--- config.mk ---
export PLATFORM = sky130hd
export DESIGN_NAME = subst_layer_iter
export DESIGN_NICKNAME = d
export VERILOG_FILES = /design/src/rtl/subst_layer_iter.sv
export SDC_FILE = /design/constraint.sdc
export NUM_CORES = 1
export LEC_CHECK = 0
export ABC_AREA = 1
export CAP_MARGIN = 20
export CORE_ASPECT_RATIO = 1.25
export CORE_UTILIZATION = 25
export DETAILED_ROUTE_END_ITERATION = 16
export GPL_TIMING_DRIVEN = 0
export PLACE_DENSITY = 0.48
export SKIP_LAST_GASP = 1
export SLEW_MARGIN = 20
export SYNTH_ARGS = -nofsm -noshare
export SYNTH_HDL_FRONTEND = slang
export SYNTH_SLANG_ARGS = --single-unit
--- constraint.sdc ---
create_clock -name clock_i -period 5.8 [get_ports clock_i]
set_clock_uncertainty 0.15 [all_clocks]
set_input_delay 1.16 -clock clock_i [delete_from_list [all_inputs] [get_ports clock_i]]
set_output_delay 1.16 -clock clock_i [all_outputs]
set_load 0.02 [all_outputs]
--- src/rtl/subst_layer_iter.sv ---
// Iterative ASCON substitution layer: COLS_PER_CYCLE 5-bit s-boxes sweep the
// 64 columns of the 320-bit state in place, one column group per clock.
module subst_layer_iter #(
  parameter int COLS_PER_CYCLE = 4
) (
  input  logic         clock_i,
  input  logic         resetb_i,
  input  logic         start_i,
  input  logic [319:0] state_i,
  output logic [319:0] state_o,
  output logic         busy_o,
  output logic         done_o
);

  localparam int NGROUPS = 64 / COLS_PER_CYCLE;
  localparam int CNT_W   = (NGROUPS > 1) ? $clog2(NGROUPS) : 1;
  localparam logic [CNT_W-1:0] LAST_GROUP = CNT_W'(NGROUPS - 1);

  localparam logic [4:0] SBOX [32] = '{
    5'h04, 5'h0B, 5'h1F, 5'h14, 5'h1A, 5'h15, 5'h09, 5'h02,
    5'h1B, 5'h05, 5'h08, 5'h12, 5'h1D, 5'h03, 5'h06, 5'h1C,
    5'h1E, 5'h13, 5'h07, 5'h0E, 5'h00, 5'h0D, 5'h11, 5'h18,
    5'h10, 5'h0C, 5'h01, 5'h19, 5'h16, 5'h0A, 5'h0F, 5'h17
  };

  typedef enum logic [1:0] {IDLE, RUN, DONE} fsm_t;

  fsm_t             r_fsm;
  logic [CNT_W-1:0] r_cnt;
  logic [319:0]     r_state;
  logic             r_busy;
  logic             r_done;
  logic [319:0]     w_subst;

  // Column j is {x0[j],x1[j],x2[j],x3[j],x4[j]} with x0 the MSB; x0 occupies state[319:256].
  function automatic logic [319:0] substGroup(input logic [319:0] s,
                                              input logic [CNT_W-1:0] grp);
    logic [63:0] x0, x1, x2, x3, x4;
    logic [4:0]  sIn, sOut;
    logic [5:0]  col;
    x0 = s[319:256];
    x1 = s[255:192];
    x2 = s[191:128];
    x3 = s[127:64];
    x4 = s[63:0];
    for (int k = 0; k < COLS_PER_CYCLE; k++) begin
      col     = 6'(int'(grp) * COLS_PER_CYCLE + k);
      sIn     = {x0[col], x1[col], x2[col], x3[col], x4[col]};
      sOut    = SBOX[sIn];
      x0[col] = sOut[4];
      x1[col] = sOut[3];
      x2[col] = sOut[2];
      x3[col] = sOut[1];
      x4[col] = sOut[0];
    end
    return {x0, x1, x2, x3, x4};
  endfunction

  always_comb begin
    w_subst = substGroup(r_state, r_cnt);
  end

  // DONE accepts a new start directly so back-to-back runs lose no cycle.
  always_ff @(posedge clock_i) begin
    if (!resetb_i) begin
      r_fsm   <= IDLE;
      r_cnt   <= '0;
      r_state <= '0;
      r_busy  <= 1'b0;
      r_done  <= 1'b0;
    end else begin
      case (r_fsm)
        IDLE: begin
          r_done <= 1'b0;
          if (start_i) begin
            r_state <= state_i;
            r_cnt   <= '0;
            r_fsm   <= RUN;
            r_busy  <= 1'b1;
          end
        end
        RUN: begin
          r_state <= w_subst;
          if (r_cnt == LAST_GROUP) begin
            r_fsm  <= DONE;
            r_busy <= 1'b0;
            r_done <= 1'b1;
          end else begin
            r_cnt <= r_cnt + 1'b1;
          end
        end
        DONE: begin
          r_done <= 1'b0;
          if (start_i) begin
            r_state <= state_i;
            r_cnt   <= '0;
            r_fsm   <= RUN;
            r_busy  <= 1'b1;
          end else begin
            r_fsm <= IDLE;
          end
        end
        default: begin
          r_fsm  <= IDLE;
          r_busy <= 1'b0;
          r_done <= 1'b0;
        end
      endcase
    end
  end

  assign state_o = r_state;
  assign busy_o  = r_busy;
  assign done_o  = r_done;

endmodule

==> flow_summary.ini, run 1 <==
[run_status]
status = complete, no violations

[clock_network]
root_buffer = clkbuf_16
numClockSinks = 328
cts_resized = 0
htreeDepth = 2
cts_tree = built
cts_buffer_depth = 3
clkTransAtPathRegs_ns = 0.06
ctsHoldBuffers = 0
cts_buffers = 41
post-cts-setup-buffers = 0
clock_latency_ns = 0.59

[final_layout]
fillers = 8322
drive_above_1_share_pct = 8.07
regArea_um2 = 6570
area_delta_synth_final_pct = 46.9
multiInputGateArea_um2 = 10600
fin_nets = 4023

[grt]
gr-usage-met2_pct = 57.6
use_met3_pct = 5.77
antenna_found_initial = 5
grt_pass1_wl_um = 188000
met1_usage_pct = 41.5
grt_max_degree = 13
overflow = 0
top_usage_layer = met2
track_usage_pct = 34.0
grt_pass1_vias = 24200

[synth]
syn_area_per_cell_um2 = 6.43
synth_cells = 3001
ys.flop_type = dfxtp_1
yosysSeqAreaShare_pct = 34.0
ys_ff_latch = 328
yosys_warnings = 0
async_reset_ff_share_pct = 0
synth_nets = 3336
synth_area_um2 = 19300
synth.distinct_cells = 35
synth_enable_flop_cells = 0

[die]
die_area_um2 = 78300
core-area_um2 = 76200
die_w_um = 250
fp-row-count = 113
pin_count = 645
fp.dieH_um = 313
initial_core_util_pct = 25.3

[worst_setup_path]
cp-start-kind = flip-flop
endpoint_kind = flip-flop
required_ns = 6.16
r2r_slack_ns = 1.02
path_class = reg2reg
crit_fanout = 10
cp_data_arrival_time_ns = 5.14

[routing]
avgRoutedWirePerCell_um = 29.5
drt-initial-drc-count = 2487
viasPerCell = 5.36
firstDrtPassIters = 7
routed_wl_um = 139000
ant_nets = 0
vias = 25200
drc = 0

[timing]
drv_slew = 0
fin_ws_ns = 1.02
hold_viol = 0
slew_headroom_pct = 19.1
min_period_over_period_pct = 82.4
max_freq_mhz = 209
fin_crit_ns = 4.78
tns_ns = 0
rsz0062_at_grt = false
tightest_slew_ns = 1.21
setup_viol = 0

[flow_run]
maxCapViolCount = 0

[pwr]
powerDensity_nw_per_um2 = 327
p_leak_nw = 10.9
peakVddDrop_uv = 214
p_total_w = 0.00925

[placement]
place_ws_ns = 1.19
io_buffers = 643
gp_congestion = 0.968
hpwl_um = 109000

[worst_hold_path]
hold_path.class = reg2reg
-- synth_stat cells (12+ instances only) --
cell type | number | area (um^2)
inv_1 | 198 | 743
buf_2 | 48 | 240
nor3_1 | 18 | 90.1
nand3_1 | 289 | 1450
nand2_1 | 606 | 2270
inv_2 | 13 | 48.8
nand2_2 | 42 | 263
nor2_1 | 132 | 495
buf_6 | 26 | 293
buf_4 | 22 | 165
clkbuf_1 | 161 | 604
dfxtp_1 | 328 | 6570
a21oi_1 | 616 | 3080
ha_1 | 12 | 150
o21ai_0 | 362 | 1810
a21oi_2 | 30 | 263
nand3_2 | 20 | 200
o21ai_1 | 36 | 180
-- critical path: stages, from the launching register on --
cell      delay (ns)
dfxtp_1         0.72
inv_2           0.24
buf_6           0.24
clkbuf_1        0.52
nand3_1         0.36
nand2_1         0.08
nand2_1         0.06
nand2_1         0.06
nor2_1          0.40
inv_1           0.12
ha_1            0.34
nand2_1         0.46
clkbuf_1        0.58
nand3_1         0.17
a21oi_1         0.14
-- layout make-up --
type / instances / share of cell area, %
buffer: 265 / 4.82
antenna: 6 / 0.0530
tap: 977 / 4.31
clock buffer: 62 / 4.44
timing repair buffer: 644 / 22.8
clock inverter: 11 / 0.318
sequential: 328 / 23.2
inverter: 212 / 2.83
multi-input combinational: 2196 / 37.3
-- placed cells by master (no fill, tap or decap), drive strengths merged --
cell / synthesis / final
nand2: 650 / 650
a21oi: 646 / 646
clkdlybuf4s50: 0 / 643
o21ai: 403 / 403
dfxtp: 328 / 328
nand3: 309 / 309
clkbuf: 162 / 224
inv: 212 / 214
nor2: 146 / 146
buf: 103 / 104
nor3: 18 / 18
ha: 12 / 12
clkinv: 0 / 7
diode: 0 / 6
nand4: 6 / 6
o211ai: 3 / 3
nand3b: 2 / 2
or2: 1 / 1
bufinv: 0 / 1
clkinvlp: 0 / 1
-- final timing paths --
kind / to / cells past startpoint / start
min reg2reg: r_fsm[1] / 3 / r_fsm[1]
max: state_o[33] / 14 / r_cnt[1]
max reg2reg: state_o[33] / 14 / r_cnt[1]
min: r_fsm[1] / 3 / r_fsm[1]
-- cells by family (layout without fill, tap and decap cells) --
group	Yosys count	count (layout)	share of synthesized area, %
AND/OR/NAND/NOR	1132	1132	25.9
AO/OA/AOI/OAI	1052	1052	28.1
buffers and inverters	477	1194	11.2
flip-flops	328	328	34.0
adder cells (fa/ha/maj)	12	12	0.778
other	0	6	0
-- sequential cells by signal, summed over array words and instances, names as in the netlist --
register,cells
state_o,320
r_cnt,4
r_fsm,2
busy_o,1
done_o,1
-- power by group --
part | leakage, nW | internal, W | total, W | switching (W)
Combinational | 7.48 | 0.00124 | 0.00373 | 0.00249
Clock | 0.669 | 0.00154 | 0.00269 | 0.00115
Sequential | 2.72 | 0.00252 | 0.00283 | 0.000309
-- layer usage --
layer | part of all wire [%] | vias to the layer above
met2 | 48 | 1270
met1 | 40 | 12200
met5 | 0 | -
met3 | 6.8 | 284
met4 | 5.4 | 0
li1 | - | 11400
-- through the flow --
| stage | area [um^2] | util, % | hold slack, ns | instances |
|---|---|---|---|---|
| 5_1_grt | 28300 | 37.2 | 0.406 | 4699 |
| 4_1_cts | 28300 | 37.2 | 0.391 | 4695 |
| 6_report | 28300 | 37.2 | 0.392 | 4701 |
| 3_3_place_gp | 26900 | 35.4 | 0.377 | 4621 |
| 3_5_place_dp | 27000 | 35.4 | 0.375 | 4622 |
| 2_1_floorplan | 19300 | - | 0.346 | 3001 |
Power figures use the tool's default switching activity.
==> inputs of run 2 (changes only) <==
PLACE_DENSITY = 0.5   (was 0.48)
clock period = 4 ns   (was 5.8 ns; I/O delays follow)
==> run 2 against run 1 <==
Net effect: utilization is 0.13 points higher; global-route usage grew 0.054 points; cell count hardly changed; clock-buffer cell count is the same; fmax rose by 22%; worst hold slack got worse by 0.0058 ns; via count shrank 0.51%; sequential cell count unchanged; highest routed layer is now met5.
==> flow_summary.ini, run 2 (synthesis gave the netlist of run 1 again) <==
[run_status]
status = complete, no violations

[placement]
gp_congestion = 0.971
hpwl_um = 109000
io_buffers = 643
place_area_um2 = 27000

[die]
initial_core_util_pct = 25.3
fp.dieH_um = 313
die_w_um = 250
die_area_um2 = 78300
core-area_um2 = 76200
fp-row-count = 113
pin_count = 645

[final_layout]
layout_commonest_cell = clkdlybuf4s50_1
stdcell_area_um2 = 28400
fin_nets = 4022
largest_reg_flops = 320
final_cell_mix = clkdlybuf4s50_1, a21oi_1, nand2_1
drive_above_1_share_pct = 8.37
area_delta_synth_final_pct = 47.4

[clock_network]
cts_buffer_depth = 3
clkTransAtPathRegs_ns = 0.06
cts_tree = built
htreeDepth = 2
root_buffer = clkbuf_16
cts_buffers = 41
numClockSinks = 328
clock_latency_ns = 0.60

[grt]
overflow = 0
grt_max_degree = 12
grt_pass1_vias = 24300
antenna_found_initial = 12
track_usage_pct = 34.1
grt_pass1_wl_um = 188000

[worst_setup_path]
cp_data_arrival_time_ns = 4.30
endpoint_kind = flip-flop
cp-start-kind = flip-flop
crit_top_cell = nand2_1
path_class = reg2reg
timing.rr.end = state_o[183]
reg2reg_depth = 13
crit_slowest_cell = clkbuf_1
rr_startpoint = r_cnt[1]
r2r_slack_ns = 0.07
required_ns = 4.37
crit_fanout = 10
crit_chain = inv_2 -> buf_6 -> buf_2 -> o21ai_0 -> o21ai_1 -> nand2_1 -> nand2_1 -> nor2_4 -> ha_1 -> nand2_1 -> clkbuf_1 -> nand3_1 -> a21oi_1
cpPeakStageDelay_ns = 0.62

[worst_hold_path]
hold_path_depth = 2
hold_path.class = reg2reg
min_to = done_o
hp-start = done_o

[timing]
hold_viol = 0
fin_crit_ns = 3.93
slew_headroom_pct = 23.4
tightest_slew_ns = 1.15
drv_slew = 0
setup_viol = 0
rsz0062_at_grt = true
min_period_over_period_pct = 98.3
max_freq_mhz = 254

[routing]
viasPerCell = 5.33
drc = 0
ant_nets = 0
vias = 25100
drt-initial-drc-count = 2129
routed_wl_um = 138000
firstDrtPassIters = 6
avgRoutedWirePerCell_um = 29.5

[flow_run]
maxCapViolCount = 0

[pwr]
peakVddDrop_uv = 306
p_leak_nw = 10.9
powerDensity_nw_per_um2 = 474
p_total_w = 0.0135
==> run 2: changes by cell type in the layout (fill, tap and decap cells not counted), moves of 3 or more <==
cell	before	now
buf_2	48	39
buf_4	22	28
clkbuf_1	166	162
nand2_1	606	603
nor2_1	132	129
==> run 2: repair_timing <==
action                                  CTS  global route
setup buffers                             0             1
endpoints found under the setup margin  270            95
hold buffers                              0             0
pin swaps                                 0             1
resized for setup                        14            23
==> run 2: worst max-delay path: cells and delay by family, from the launching register on <==
family / cells / cell delay, ns
AO/OA/AOI/OAI: 3 / 0.53
flip-flops: 1 / 0.41
AND/OR/NAND/NOR: 5 / 1.01
adder cells (fa/ha/maj): 1 / 0.20
buffers and inverters: 4 / 1.53
==> run 2: layout make-up <==
cell class	count	area, um^2
inverter	212	801
clock inverter	11	91.3
timing repair buffer	644	6440
clock buffer	62	1270
sequential	328	6570
fill	8344	47800
tap	977	1220
multi-input combinational	2196	10600
buffer	264	1410
antenna	4	10.0
==> run 2: layer usage <==
layer	wire length (um)	GRT usage [%]	share of wire (%)	vias to the layer above
met3	10700	6.32	7.7	299
li1	-	-	-	11400
met5	103	0	0.074	-
met2	65700	57.7	47	1263
met1	54200	41.2	39	12000
met4	7710	17.1	5.6	18
==> run 2: worst max path at each step <==
stage | from | endpoint
final | r_cnt[1] | state_o[183]
after global routing | r_cnt[0] | state_o[218]
after CTS | r_cnt[0] | state_o[231]
after detailed placement | r_cnt[1] | state_o[127]
after global placement | r_cnt[1] | state_o[95]
after floorplan | r_cnt[0] | state_o[252]
==> run 2: metrics by stage <==
| stage | utilization, % | hold WS, ns | TNS (ns) | worst slack (ns) | instances |
|---|---|---|---|---|---|
| 2_1_floorplan | - | 0.346 | 0 | 1.32 | 3001 |
| 5_1_grt | 37.3 | 0.418 | -0.104 | -0.0471 | 4696 |
| 6_report | 37.3 | 0.387 | 0 | 0.0681 | 4698 |
| 3_3_place_gp | 35.4 | 0.377 | -66.10 | -0.682 | 4621 |
| 4_1_cts | 37.2 | 0.384 | 0 | 0.0214 | 4694 |
| 3_5_place_dp | 35.4 | 0.372 | -63.14 | -0.675 | 4621 |
==> run 2: power by group <==
group	switching [W]	internal, W
clock network	0.00169	0.00225
logic	0.00363	0.00182
registers	0.000432	0.00365
total	0.00575	0.00772
==> inputs of run 3 (changes only) <==
ABC_AREA = default   (was 1)
PLACE_DENSITY = 0.51   (was 0.5)
==> run 3 against run 2 <==
Net effect: sequential share of layout area grew 1.1 points; design area shrank 4.7%; die area shrank 9.4%; power shrank 4.6%; via count shrank 16%; cell count shrank 21%; synthesized cell count shrank 32%; first-iteration DRC count shrank 9.7%; synthesized area shrank 9.4%; clock-buffer cell count shrank 3; non-clock buffer count shrank 53; critical endpoint is now state_o[315]; largest power group unchanged.
==> flow_summary.ini, run 3 <==
[timing]
tightest_slew_ns = 1.20
drv_slew = 0
tns_ns = 0
min_period_over_period_pct = 98.5
slew_headroom_pct = 19.9
hold_viol = 0
fin_crit_ns = 3.94
setup_viol = 0
max_freq_mhz = 254
rsz0062_at_grt = false

[die]
pin_count = 645
die_area_um2 = 71000
die_w_um = 238
initial_core_util_pct = 25.2
core-area_um2 = 69300
fp.dieH_um = 298
fp-row-count = 108

[routing]
drt-initial-drc-count = 1923
viasPerCell = 5.66
drc = 0
ant_nets = 0
vias = 21000
firstDrtPassIters = 9
avgRoutedWirePerCell_um = 32.1
routed_wl_um = 119000

[clock_network]
htreeDepth = 2
numClockSinks = 328
cts_buffer_depth = 3
clock_latency_ns = 0.59
clkTransAtPathRegs_ns = 0.06
root_buffer = clkbuf_16
ctsHoldBuffers = 0
cts_buffers = 42
cts_tree = built

[final_layout]
drive_above_1_share_pct = 10.4
final_cell_mix = clkdlybuf4s50_1, a21oi_1, dfxtp_1
finalNonFillerCells = 3714
regArea_um2 = 6570
area_delta_synth_final_pct = 55.1
largest_reg_flops = 320
fin_nets = 3062
layout_commonest_cell = clkdlybuf4s50_1
fillers = 7070
multiInputGateArea_um2 = 10400

[synth]
yosys_warnings = 0
synth_largest_area_cell = dfxtp_1
ys_ff_latch = 328
synth_enable_flop_cells = 0
synth.most_common_cell = a21oi_1
syn_area_per_cell_um2 = 8.60
async_reset_ff_share_pct = 0
synth_area_um2 = 17500
synthTopCellsByArea = dfxtp_1, mux4_2, a21oi_1
synth_nets = 2366
synth_common_cells = a21oi_1, dfxtp_1, o21ai_0
synth_cells = 2031
synth.distinct_cells = 37
synth_top_area_share_pct = 37.6
ys.flop_type = dfxtp_1
yosysSeqAreaShare_pct = 37.6

[worst_setup_path]
cp-start-kind = flip-flop
crit_chain = buf_4 -> buf_4 -> mux4_2 -> mux4_2 -> clkbuf_1 -> xor2_1 -> xnor2_1 -> mux2i_4 -> clkbuf_2 -> nand2b_1 -> a21oi_1
reg2reg_depth = 11
crit_slowest_cell = mux4_2
crit_fanout = 10
timing.rr.end = state_o[315]
required_ns = 4.35
path_class = reg2reg
cpPeakStageDelay_ns = 0.54
cp_data_arrival_time_ns = 4.29
r2r_slack_ns = 0.06
endpoint_kind = flip-flop
rr_startpoint = r_cnt[1]

[pwr]
powerDensity_nw_per_um2 = 474
peakVddDrop_uv = 240
p_leak_nw = 9.43
p_total_w = 0.0129

[placement]
hpwl_um = 94600
gp_congestion = 0.980
dp_cells = 3609
io_buffers = 643

[grt]
overflow = 0
grt_pass1_vias = 20400
antenna_found_initial = 30
track_usage_pct = 32.5
grt_pass1_wl_um = 162000
grt_max_degree = 17

[worst_hold_path]
hp-start = done_o
hold_path.class = reg2reg
hold_path_depth = 2
min_to = done_o

[run_status]
status = complete, no violations

[flow_run]
maxCapViolCount = 0
## run 3: worst max-delay path, delay by kind of cell, from the launching register on
kind / cells / cell delay, ns
AOI/OAI and AO/OA: 1 / 0.17
xor gates and xnor gates: 2 / 0.60
buffers and inverters: 4 / 1.25
DFF: 1 / 0.42
muxes: 3 / 1.07
and+or+nand+nor: 1 / 0.19
## run 3: power breakdown
part	internal [W]	leakage [nW]	switching, W
combinational	0.00193	6.00	0.00290
sequential	0.00358	2.71	0.000319
clock	0.00246	0.714	0.00167
total	0.00797	9.43	0.00488
## run 3: routing by layer
layer  GRT usage (%)  vias to the layer above  wire (um)
met5               0                        -         86
met4            17.1                       12       6690
met3            6.97                      261      10000
met2            54.3                     1256      57500
met1            38.8                    10500      44900
li1                -                     8977          -
## run 3: layout make-up
class | instances | area share (%)
Timing Repair Buffer | 656 | 24.1
Sequential cell | 328 | 24.2
Antenna cell | 19 | 0.175
Tap cell | 935 | 4.32
Clock buffer | 59 | 4.52
Clock inverter | 18 | 0.836
Inverter | 11 | 0.152
Buffer | 199 | 3.35
Multi-Input combinational cell | 1489 | 38.3
## run 3: logic make-up after synthesis
family                     synth area share [%]
AOI/OAI and AO/OA                          29.3
buffers and inverters                      5.06
xor gates and xnor gates                   1.05
and+or+nand+nor                            12.6
muxes                                      13.1
DFF                                        37.6
adders and majority gates                  1.32
## run 3: repair_timing
item	in CTS	in global routing
hold endpoints to repair	0	0
resized for setup	73	23
setup buffers	8	5
pin swaps	2	1
cloned	0	0
endpoints found under the setup margin	320	207
## run 3: stage by stage
step / worst slack [ns] / instance area [um^2] / utilization [%] / hold WS [ns]
5_1_grt: 0.0186 / 27100 / 39.1 / 0.397
3_3_place_gp: -1.15 / 25100 / 36.2 / 0.327
4_1_cts: -0.0595 / 27000 / 38.9 / 0.348
2_1_floorplan: 0.731 / 17500 / - / 0.381
3_5_place_dp: -1.15 / 25100 / 36.2 / 0.333
6_report: 0.0614 / 27100 / 39.1 / 0.344
## run 3: how the worst max path moves through the flow
stage,from,to,slack (ns),cells after the start
2_1_floorplan,r_cnt[0],state_o[88],0.73,11
3_3_place_gp,r_cnt[1],state_o[136],-1.15,10
3_5_place_dp,r_cnt[1],state_o[148],-1.15,11
4_1_cts,r_cnt[1],state_o[191],-0.06,10
5_1_grt,r_cnt[1],state_o[61],0.02,11
6_report,r_cnt[1],state_o[315],0.06,11
==> patch, RTL diff (settings of run 3) <==
Reset style: asynchronous (`resetb_i`), changed in one clocked block.
--- a/src/rtl/subst_layer_iter.sv
+++ b/src/rtl/subst_layer_iter.sv
@@ -63,3 +63,3 @@
   // DONE accepts a new start directly so back-to-back runs lose no cycle.
-  always_ff @(posedge clock_i) begin
+  always_ff @(posedge clock_i or negedge resetb_i) begin
     if (!resetb_i) begin
Check against the original RTL: not settled (the Yosys comparison gave no result); the edit may change what the design does.
==> patch against run 3 <==
- sequential cell count unchanged
- worst setup slack better by 0.034 ns
- cell area increased by 6.7%
- wire length increased by 1.3%
- synthesized area grew 10%
- first-iteration DRC count up 4.4%
Power is left out: the tool's default activity adds up to more than one toggle a clock period on the data nets, which glitch-free logic cannot reach.
==> patch: results (changes against run 3) <==
Run status
  • Outcome: finished clean (unchanged)

Route
  • Wire length on met2: 59600 um (was 57500 um)
  • Final wirelength: 121000 um (was 119000 um)
  • Met1 wire length: 47000 um (was 44900 um)
  • Initial DRC Count: 2007 (was 1923)
  • Pre-antenna DRT Iters: 7 (was 9)
  • Met3 WL: 7940 um (was 10000 um)
  • DR WL/cell: 32.4 um (was 32.1 um)

Synthesis
  • Dominant cells by area after synthesis: dfrtp_1 (43%), mux4_2 (9.8%), a221oi_1 (8.7%), nor2_1 (7.9%), and3_1 (4.2%) (was dfxtp_1 (38%), mux4_2 (12%), a21oi_1 (9.9%), o21ai_0 (9.3%), a221oi_1 (6.4%))
  • Seq/Total Area, Yosys: 42.7% (was 37.6%)
  • Commonest cells in the netlist: nor2_1 (407), dfrtp_1 (328), a221oi_1 (192) (was a21oi_1 (347), dfxtp_1 (328), o21ai_0 (323))
  • Asr flop ratio synth: 100% (was 0%)
  • Primary FF master, synth: dfrtp_1 (was dfxtp_1)

Final layout
  • # clk buffers: 57 (was 59)
  • Multi-input gate count: 1424 (was 1489)
  • Repair and plain buffers: 873 (was 855)
  • Finished Core Util: 38.0% (was 39.1%)
  • N_diodes: 15 (was 19)
  • Seq area share: 28.4% (was 24.2%)
  • Fill count: 7679 (was 7070)
  • Multi-input combinational area share: 35.0% (was 38.3%)
  • Share of post-route cells with drive strength above 1: 13.6% (was 10.4%)
  • Final non-clock buffer share: 27.0% (was 27.5%)
  • Fin nets: 3040 (was 3062)
  • Inverters: 37 (was 11)

Placement
  • IO buf count: 644 (was 643)
  • Placed instance count: 3625 (was 3609)
  • Area after DPL: 0.0270 sq mm (was 0.0251 sq mm)
  • HPWL Detailed: 94300 um (was 94600 um)

Clock tree
  • Post-CTS Setup Inserts: 10 (was 8)
  • Number of hold buffers added after CTS: 1 (was 0)
  • Post_cts resized: 62 (was 73)
  • CTS Buf Count: 41 (was 42)

Global route
  • First-pass GRT wire length: 167000 um (was 162000 um)
  • M3 GR Usage: 5.03% (was 6.97%)
  • Tot GR Track Use: 30.2% (was 32.5%)
  • Largest net degree at the start of global routing: 94 (was 17)
  • Met1 usage: 36.6% (was 38.8%)
  • GR Util met2: 52.2% (was 54.3%)

Worst hold path
  • Hold Crit Start: busy_o (was done_o)

STA
  • WHS: 0.350 ns (was 0.344 ns)
  • Worst slew pin tran: 1.14 ns (was 1.20 ns)
  • F_max: 256 MHz (was 254 MHz)

Worst setup path
  • Critical path destination: state_o[132] (was state_o[315])
  • Reg-to-reg startpoint: r_cnt[1] (unchanged)
  • CP max stage delay: 0.45 ns (was 0.54 ns)
  • CP max stage cell: mux2i_4 (was mux4_2)
  • R2R Setup Slk: 0.1 ns (was 0.06 ns)
  • R2R depth: 13 (was 11)

Floorplan
  • Cell row count: 113 (was 108)
==> patch: cell types whose count changed in the layout (fill, tap and decap cells not counted), moves of 39 or more <==
cell | before | now
nor2_1 | 210 | 406
o21ai_0 | 322 | 26
and3_1 | 6 | 128
and2_1 | 48 | 3
nand2_2 | 0 | 41
or3_1 | 0 | 65
nand3_2 | 0 | 40
a21oi_1 | 346 | 155
dfxtp_1 | 327 | 0
nand2b_1 | 68 | 2
o21ai_1 | 1 | 40
a221oi_1 | 128 | 190
dfrtp_1 | 0 | 327
==> patch: cell families after synthesis <==
family	count (synthesis)	synth area share, %
DFF	328	42.7
AOI/OAI and AO/OA	448	16.4
and+or+nand+nor	847	21.8
muxes	96	11.1
xor gates and xnor gates	13	1.06
buffers and inverters	247	5.73
adders and majority gates	20	1.25
==> patch: tightest hold or removal path: stages, from the launching register on <==
cell	delay, ns
dfrtp_1	0.36
nand2_1	0.05
nand2_1	0.06
